**src/rtl/acorn128_ctrl_if.sv**
```systemverilog
// Bus bundle between the ACORN-128 controller and its environment: host
// request/length fields, serial AD/plaintext streams, datapath control and results.
interface acorn128_ctrl_if;
  logic         start;
  logic [127:0] key;
  logic [127:0] iv;
  logic [15:0]  ad_len;
  logic [15:0]  msg_len;
  logic         ad_bit;
  logic         ad_valid;
  logic         ad_ready;
  logic         pt_bit;
  logic         pt_valid;
  logic         pt_ready;
  logic         ks_in;
  logic         su_clr;
  logic         su_en;
  logic         ca;
  logic         cb;
  logic         mbit;
  logic         ct_bit;
  logic         ct_valid;
  logic [127:0] tag;
  logic         busy;
  logic         done;

  modport slave (
    input  start, key, iv, ad_len, msg_len, ad_bit, ad_valid, pt_bit, pt_valid, ks_in,
    output ad_ready, pt_ready, su_clr, su_en, ca, cb, mbit, ct_bit, ct_valid, tag, busy, done
  );

  modport master (
    output start, key, iv, ad_len, msg_len, ad_bit, ad_valid, pt_bit, pt_valid, ks_in,
    input  ad_ready, pt_ready, su_clr, su_en, ca, cb, mbit, ct_bit, ct_valid, tag, busy, done
  );
endinterface

```
**src/rtl/acorn128_ctrl.sv**
```systemverilog
// ACORN-128 sequencing controller: walks init / AD / message / finalisation phases,
// steering ca/cb/mbit into an external state-update datapath and collecting ct and tag.
module acorn128_ctrl (
  input  logic           clk,
  input  logic           rst,
  acorn128_ctrl_if.slave bus
);
  typedef enum logic [3:0] {
    IDLE, CLR, INIT_KEY, INIT_IV, INIT_MIX, AD, AD_PAD, MSG, MSG_PAD, FINAL
  } state_e;

  state_e       state_q, state_d;
  // Step counter j; the fixed phases only reach 1535, the upper bits exist so
  // AD/MSG can count the full 16-bit lengths.
  logic [15:0]  j_q, j_d;
  logic [127:0] key_q, key_d;
  logic [127:0] iv_q, iv_d;
  logic [15:0]  ad_len_q, ad_len_d;
  logic [15:0]  msg_len_q, msg_len_d;
  logic [127:0] tag_q, tag_d;
  logic         done_q, done_d;
  logic         ct_bit_q, ct_bit_d;
  logic         ct_valid_q, ct_valid_d;

  logic su_clr, su_en, ca, cb, mbit, ad_ready, pt_ready;

  always_ff @(posedge clk or posedge rst) begin
    if (rst) begin
      state_q    <= IDLE;
      j_q        <= '0;
      key_q      <= '0;
      iv_q       <= '0;
      ad_len_q   <= '0;
      msg_len_q  <= '0;
      tag_q      <= '0;
      done_q     <= 1'b0;
      ct_bit_q   <= 1'b0;
      ct_valid_q <= 1'b0;
    end else begin
      state_q    <= state_d;
      j_q        <= j_d;
      key_q      <= key_d;
      iv_q       <= iv_d;
      ad_len_q   <= ad_len_d;
      msg_len_q  <= msg_len_d;
      tag_q      <= tag_d;
      done_q     <= done_d;
      ct_bit_q   <= ct_bit_d;
      ct_valid_q <= ct_valid_d;
    end
  end

  always_comb begin
    state_d    = state_q;
    j_d        = j_q;
    key_d      = key_q;
    iv_d       = iv_q;
    ad_len_d   = ad_len_q;
    msg_len_d  = msg_len_q;
    tag_d      = tag_q;
    done_d     = done_q;
    ct_bit_d   = ct_bit_q;
    ct_valid_d = 1'b0;
    case (state_q)
      IDLE: if (bus.start) begin
        state_d   = CLR;
        j_d       = '0;
        key_d     = bus.key;
        iv_d      = bus.iv;
        ad_len_d  = bus.ad_len;
        msg_len_d = bus.msg_len;
        done_d    = 1'b0;
        tag_d     = '0;
      end
      CLR: begin
        state_d = INIT_KEY;
        j_d     = '0;
      end
      INIT_KEY: if (j_q == 16'd127) begin
        state_d = INIT_IV;
        j_d     = '0;
      end else j_d = j_q + 16'd1;
      INIT_IV: if (j_q == 16'd127) begin
        state_d = INIT_MIX;
        j_d     = '0;
      end else j_d = j_q + 16'd1;
      INIT_MIX: if (j_q == 16'd1535) begin
        state_d = (ad_len_q == '0) ? AD_PAD : AD;
        j_d     = '0;
      end else j_d = j_q + 16'd1;
      AD: if (bus.ad_valid) begin
        if (j_q == ad_len_q - 16'd1) begin
          state_d = AD_PAD;
          j_d     = '0;
        end else j_d = j_q + 16'd1;
      end
      AD_PAD: if (j_q == 16'd255) begin
        state_d = (msg_len_q == '0) ? MSG_PAD : MSG;
        j_d     = '0;
      end else j_d = j_q + 16'd1;
      MSG: if (bus.pt_valid) begin
        ct_bit_d   = bus.pt_bit ^ bus.ks_in;
        ct_valid_d = 1'b1;
        if (j_q == msg_len_q - 16'd1) begin
          state_d = MSG_PAD;
          j_d     = '0;
        end else j_d = j_q + 16'd1;
      end
      MSG_PAD: if (j_q == 16'd255) begin
        state_d = FINAL;
        j_d     = '0;
      end else j_d = j_q + 16'd1;
      FINAL: begin
        // 640 is a multiple of 128, so the tag index is just the low bits of j.
        if (j_q >= 16'd640) tag_d[j_q[6:0]] = bus.ks_in;
        if (j_q == 16'd767) begin
          state_d = IDLE;
          j_d     = '0;
          done_d  = 1'b1;
        end else j_d = j_q + 16'd1;
      end
      default: state_d = IDLE;
    endcase
  end

  always_comb begin
    su_clr   = 1'b0;
    su_en    = 1'b0;
    ca       = 1'b0;
    cb       = 1'b0;
    mbit     = 1'b0;
    ad_ready = 1'b0;
    pt_ready = 1'b0;
    case (state_q)
      CLR: su_clr = 1'b1;
      INIT_KEY: begin
        su_en = 1'b1; ca = 1'b1; cb = 1'b1;
        mbit  = key_q[j_q[6:0]];
      end
      INIT_IV: begin
        su_en = 1'b1; ca = 1'b1; cb = 1'b1;
        mbit  = iv_q[j_q[6:0]];
      end
      INIT_MIX: begin
        su_en = 1'b1; ca = 1'b1; cb = 1'b1;
        mbit  = key_q[j_q[6:0]] ^ (j_q == '0);
      end
      AD: begin
        ad_ready = 1'b1;
        su_en    = bus.ad_valid;
        ca = 1'b1; cb = 1'b1;
        mbit     = bus.ad_bit;
      end
      AD_PAD: begin
        su_en = 1'b1; cb = 1'b1;
        ca    = (j_q < 16'd128);
        mbit  = (j_q == '0);
      end
      MSG: begin
        pt_ready = 1'b1;
        su_en    = bus.pt_valid;
        ca       = 1'b1;
        mbit     = bus.pt_bit;
      end
      MSG_PAD: begin
        su_en = 1'b1;
        ca    = (j_q < 16'd128);
        mbit  = (j_q == '0);
      end
      FINAL: begin
        su_en = 1'b1; ca = 1'b1; cb = 1'b1;
      end
      default: ;
    endcase
  end

  assign bus.su_clr   = su_clr;
  assign bus.su_en    = su_en;
  assign bus.ca       = ca;
  assign bus.cb       = cb;
  assign bus.mbit     = mbit;
  assign bus.ad_ready = ad_ready;
  assign bus.pt_ready = pt_ready;
  assign bus.ct_bit   = ct_bit_q;
  assign bus.ct_valid = ct_valid_q;
  assign bus.tag      = tag_q;
  assign bus.busy     = (state_q != IDLE);
  assign bus.done     = done_q;
endmodule

```
**src/flat_wrapper.sv**
```systemverilog
// flat-port wrapper written by rule: the top's interface ports become plain ports
module acorn128_ctrl_flat 
  (clk, rst, bus_start, bus_key, bus_iv, bus_ad_len, bus_msg_len, bus_ad_bit, bus_ad_valid, bus_pt_bit, bus_pt_valid, bus_ks_in, bus_ad_ready, bus_pt_ready, bus_su_clr, bus_su_en, bus_ca, bus_cb, bus_mbit, bus_ct_bit, bus_ct_valid, bus_tag, bus_busy, bus_done);
  acorn128_ctrl_if bus_i ();
  input  logic clk;
  input  logic rst;
  input wire logic [$bits(bus_i.start)-1:0] bus_start;
  input wire logic [$bits(bus_i.key)-1:0] bus_key;
  input wire logic [$bits(bus_i.iv)-1:0] bus_iv;
  input wire logic [$bits(bus_i.ad_len)-1:0] bus_ad_len;
  input wire logic [$bits(bus_i.msg_len)-1:0] bus_msg_len;
  input wire logic [$bits(bus_i.ad_bit)-1:0] bus_ad_bit;
  input wire logic [$bits(bus_i.ad_valid)-1:0] bus_ad_valid;
  input wire logic [$bits(bus_i.pt_bit)-1:0] bus_pt_bit;
  input wire logic [$bits(bus_i.pt_valid)-1:0] bus_pt_valid;
  input wire logic [$bits(bus_i.ks_in)-1:0] bus_ks_in;
  output wire logic [$bits(bus_i.ad_ready)-1:0] bus_ad_ready;
  output wire logic [$bits(bus_i.pt_ready)-1:0] bus_pt_ready;
  output wire logic [$bits(bus_i.su_clr)-1:0] bus_su_clr;
  output wire logic [$bits(bus_i.su_en)-1:0] bus_su_en;
  output wire logic [$bits(bus_i.ca)-1:0] bus_ca;
  output wire logic [$bits(bus_i.cb)-1:0] bus_cb;
  output wire logic [$bits(bus_i.mbit)-1:0] bus_mbit;
  output wire logic [$bits(bus_i.ct_bit)-1:0] bus_ct_bit;
  output wire logic [$bits(bus_i.ct_valid)-1:0] bus_ct_valid;
  output wire logic [$bits(bus_i.tag)-1:0] bus_tag;
  output wire logic [$bits(bus_i.busy)-1:0] bus_busy;
  output wire logic [$bits(bus_i.done)-1:0] bus_done;
  assign bus_i.start = bus_start;
  assign bus_i.key = bus_key;
  assign bus_i.iv = bus_iv;
  assign bus_i.ad_len = bus_ad_len;
  assign bus_i.msg_len = bus_msg_len;
  assign bus_i.ad_bit = bus_ad_bit;
  assign bus_i.ad_valid = bus_ad_valid;
  assign bus_i.pt_bit = bus_pt_bit;
  assign bus_i.pt_valid = bus_pt_valid;
  assign bus_i.ks_in = bus_ks_in;
  assign bus_ad_ready = bus_i.ad_ready;
  assign bus_pt_ready = bus_i.pt_ready;
  assign bus_su_clr = bus_i.su_clr;
  assign bus_su_en = bus_i.su_en;
  assign bus_ca = bus_i.ca;
  assign bus_cb = bus_i.cb;
  assign bus_mbit = bus_i.mbit;
  assign bus_ct_bit = bus_i.ct_bit;
  assign bus_ct_valid = bus_i.ct_valid;
  assign bus_tag = bus_i.tag;
  assign bus_busy = bus_i.busy;
  assign bus_done = bus_i.done;
  acorn128_ctrl u_core (.clk(clk), .rst(rst), .bus(bus_i));
endmodule
```
**config.mk**
```make
export PLATFORM = sky130hd
export DESIGN_NAME = acorn128_ctrl_flat
export DESIGN_NICKNAME = d
export VERILOG_FILES = /design/src/rtl/acorn128_ctrl_if.sv /design/src/rtl/acorn128_ctrl.sv /design/src/flat_wrapper.sv
export SDC_FILE = /design/constraint.sdc
export NUM_CORES = 1
export LEC_CHECK = 0
export BUFFER_PORTS_ARGS = -buffer_cell sky130_fd_sc_hd__buf_4
export CAP_MARGIN = 20
export CORE_UTILIZATION = 40
export CTS_BUF_LIST = sky130_fd_sc_hd__clkbuf_4
export DETAILED_ROUTE_END_ITERATION = 6
export PLACE_DENSITY = 0.62
export SLEW_MARGIN = 10
export SYNTH_ARGS = -nofsm -noshare
export SYNTH_HDL_FRONTEND = slang
export SYNTH_SLANG_ARGS = --single-unit
```
**constraint.sdc**
```tcl
create_clock -name clk -period 14.6 [get_ports clk]
set_input_delay 2.19 -clock clk [delete_from_list [all_inputs] [get_ports clk]]
set_output_delay 2.19 -clock clk [all_outputs]
set_load 0.02 [all_outputs]
```
==> impl_metrics.ini <==
[outcome]
status = completed

[timing]
finalHoldViolCount = 0
setup_viol = 0
rsz0062_at_grt = no
fin_crit_ns = 7.43
slew_violations = 0
worst_slew_pin_slew_ns = 1.25
clock_skew_ns = 0.0890
fin_tns_setup_ns = 0
slew_headroom_pct = 17.0
clock.fmax_ghz = 0.135
final.period_utilization_pct = 50.9

[power]
switching_share_pct = 36.2
peakVddDrop_uv = 113
power_density_nw_per_um2 = 186
p_leak_nw = 11.6
p_clk_share_pct = 21.8
share_seq_of_total_power_pct = 42.1
power_frac_comb_pct = 36.1
p_int_w = 0.00310
p_switching_w = 0.00176

[placed_design]
gp_congestion = 0.872
dp_cells = 2835
port_buffers = 434
hpwl_um = 49800
placed_cell_area_um2 = 24700

[clocking]
htree_levels = 3
postCtsHoldBufs = 0
cts_tree = yes
cts_sinks = 439
numCtsBuffers = 116
insertion_delay_ns = 0.92
postCtsSetupBuffers = 0
max-clock-path-buffers = 3
cts_resized = 0
clk_pin_slew_ns = 0.06
clock-root-buffer = clkbuf_4

[critical_path]
worst-path-max-fanout = 59
crit_family = simple AND/OR/NAND/NOR gates
required_ns = 12.41
crit_path_start_kind = flop
crit_type = reg2out
critical-path-max-stage-delay_ns = 1.02
crit_top_cell = o211ai_1
crit_arrival_ns = 5.24
critPathSlowestCell = dfrtp_4
worstPathCellList = nor2b_1, and2_1, a222oi_1, o211ai_1, o21ai_1, nor4_1, nor3_1, mux2i_1, o211ai_1, buf_4
end_kind = output pin
cp_num_buf_inv = 1

[synth]
syn_avg_cell_area_um2 = 11.3
syn_inst = 1851
ys.warnings.count = 0
yosysSeqAreaShare_pct = 52.3
syn-cell-area_um2 = 21000
synthArstFlopShare_pct = 100
yosysUniqueCellTypes = 81
synth-seq-cells = 439
synth_ff_type = dfrtp_1
synth.net_count = 2151
synth_edf_count = 0

[routing]
drtIter0Drc = 1588
ant_nets = 0
firstDrtPassIters = 6
post_drt_wl_per_cell_um = 23.3
num_vias = 17500
via_per_inst = 5.75
drc = 0
routed_wirelength_um = 70700

[global_routing]
grt_use_total_pct = 26.2
grt_overflow = 0
grt_pass1_vias = 17400
grt_pass1_wl_um = 106000
grt_max_degree = 192
antenna_found_initial = 5

[final_layout]
utilization_pct = 50.7
ff_latch_area_um2 = 11000
drive_above_1_share_pct = 41.9
syn2layout_area_growth_pct = 24.7
final_area_um2 = 26200
multi_input_area_um2 = 9390
nets = 2575
final_cells = 3041
fill_cells = 4682

[floorplanning]
io_pins = 435
start_util_pct = 40.7
fp.dieH_um = 231
core_area_um2 = 51600
die_w_um = 231
rows = 83
die_area_um2 = 53400

[worst_hold_path]
holdCritPathClass = reg2reg

[flow_run]
maxCapViolations = 0
[area by class of cell]
type | instances | share of cell area, %
antenna | 3 | 0.0287
clock buffer | 177 | 5.07
clock inverter | 24 | 0.382
inverter | 16 | 0.258
multi-input combinational | 1249 | 35.9
sequential | 439 | 42.0
tap | 680 | 3.25
timing repair buffer | 453 | 13.2
[synthesized netlist by cell type (all sizes together) (15+ instances only)]
cell,number,share of area [%]
dfrtp,439,52
inv,16,0.29
clkbuf,115,2.1
nand2,86,1.5
a22o,15,0.63
mux4,28,3.0
buf,32,0.79
nor2,78,1.4
xor2,16,0.67
nor3,20,0.55
xnor2,24,1.0
a31oi,15,0.48
nand3,15,0.38
a21oi,164,3.9
o21ai,280,6.7
a221oi,38,1.6
mux2,292,16
[kinds of logic (layout without fill, tap and decap cells)]
logic type / after synthesis / after routing / share of synthesized area (%)
mux: 334 / 334 / 19.3
compound gates: 585 / 585 / 16.5
xor+xnor: 40 / 40 / 1.67
buf+inv: 163 / 670 / 3.13
other cells: 0 / 3 / 0
flops: 439 / 439 / 52.3
fa+ha+maj: 4 / 4 / 0.238
simple gates: 286 / 286 / 6.79
[final timing paths]
path                                             endpoint  cells past startpoint  slack, ns                      startpoint
min in group asynchronous     u_core.iv_q[41]$_DFFE_PP0P_                      2       1.48                             rst
hold reg to reg            u_core.bus.tag[36]$_DFFE_PP0P_                      2       0.49  u_core.bus.tag[36]$_DFFE_PP0P_
hold / removal             u_core.bus.tag[36]$_DFFE_PP0P_                      2       0.49  u_core.bus.tag[36]$_DFFE_PP0P_
setup / recovery                                 bus_mbit                     10       7.17       u_core.j_q[0]$_DFFE_PP0P_
max in group asynchronous   u_core.key_q[108]$_DFFE_PP0P_                      4      11.03                             rst
setup reg to reg              u_core.key_q[9]$_DFFE_PP0P_                      5      10.65   u_core.state_q[3]$_DFFE_PP0P_
[power groups by stage]
stage,Clock (W),Combinational [W],Sequential (W)
6_report,0.00106,0.00176,0.00205
3_5_place_dp,0,0.00174,0.00206
4_1_cts,0.00109,0.00175,0.00204
3_3_place_gp,0,0.00169,0.00206
5_1_grt,0.00115,0.00189,0.00210
2_1_floorplan,0,0.00142,0.00184
[placed cells by master (no fill, tap or decap), drive strengths merged, types with 13 or more instances in the layout]
| cell type | synthesis | layout |
|---|---|---|
| clkinv | 0 | 17 |
| xnor2 | 24 | 24 |
| buf | 32 | 453 |
| clkbuf | 115 | 177 |
| mux2i | 14 | 14 |
| inv | 16 | 22 |
| o21ai | 280 | 280 |
| a21oi | 164 | 164 |
| nor2 | 78 | 78 |
| a22o | 15 | 15 |
| nor3 | 20 | 20 |
| a211oi | 13 | 13 |
| mux2 | 292 | 292 |
| a31oi | 15 | 15 |
| a221oi | 38 | 38 |
| mux4 | 28 | 28 |
| xor2 | 16 | 16 |
| nand2 | 86 | 86 |
| nand3 | 15 | 15 |
| dfrtp | 439 | 439 |
[per-layer routing]
layer | part of all wire [%] | track usage, % | routed length [um] | vias up
li1 | - | - | - | 7753
met1 | 41 | 34.2 | 29000 | 8733
met2 | 47 | 41.3 | 33600 | 870
met3 | 8.5 | 7.11 | 6040 | 136
met4 | 2.9 | 10.0 | 2050 | 4
met5 | 0.038 | 0 | 27 | -
[stage by stage]
| stage | setup slack [ns] | hold WS (ns) | total power (W) |
|---|---|---|---|
| 5_1_grt | 6.88 | 0.516 | 0.00515 |
| 2_1_floorplan | 0.180 | 0.473 | 0.00326 |
| 3_5_place_dp | 8.19 | 0.483 | 0.00381 |
| 3_3_place_gp | 8.25 | 0.480 | 0.00376 |
| 6_report | 7.17 | 0.494 | 0.00487 |
| 4_1_cts | 7.13 | 0.496 | 0.00488 |
[worst register-to-register path, cell delays in order (launching register included)]
cell	delay, ns
dfrtp_1	0.50
nor2_1	0.34
and3_4	0.80
buf_4	0.68
buf_12	0.62
mux2_2	0.84
[registers in the layout, summed over array words and instances, names as in the netlist, 4 cells and up]
signal / cells
u_core.key_q: 128
u_core.state_q: 4
u_core.j_q: 16
u_core.ad_len_q: 16
u_core.iv_q: 128
u_core.bus.tag: 128
u_core.msg_len_q: 16
Power figures use the tool's default switching activity.
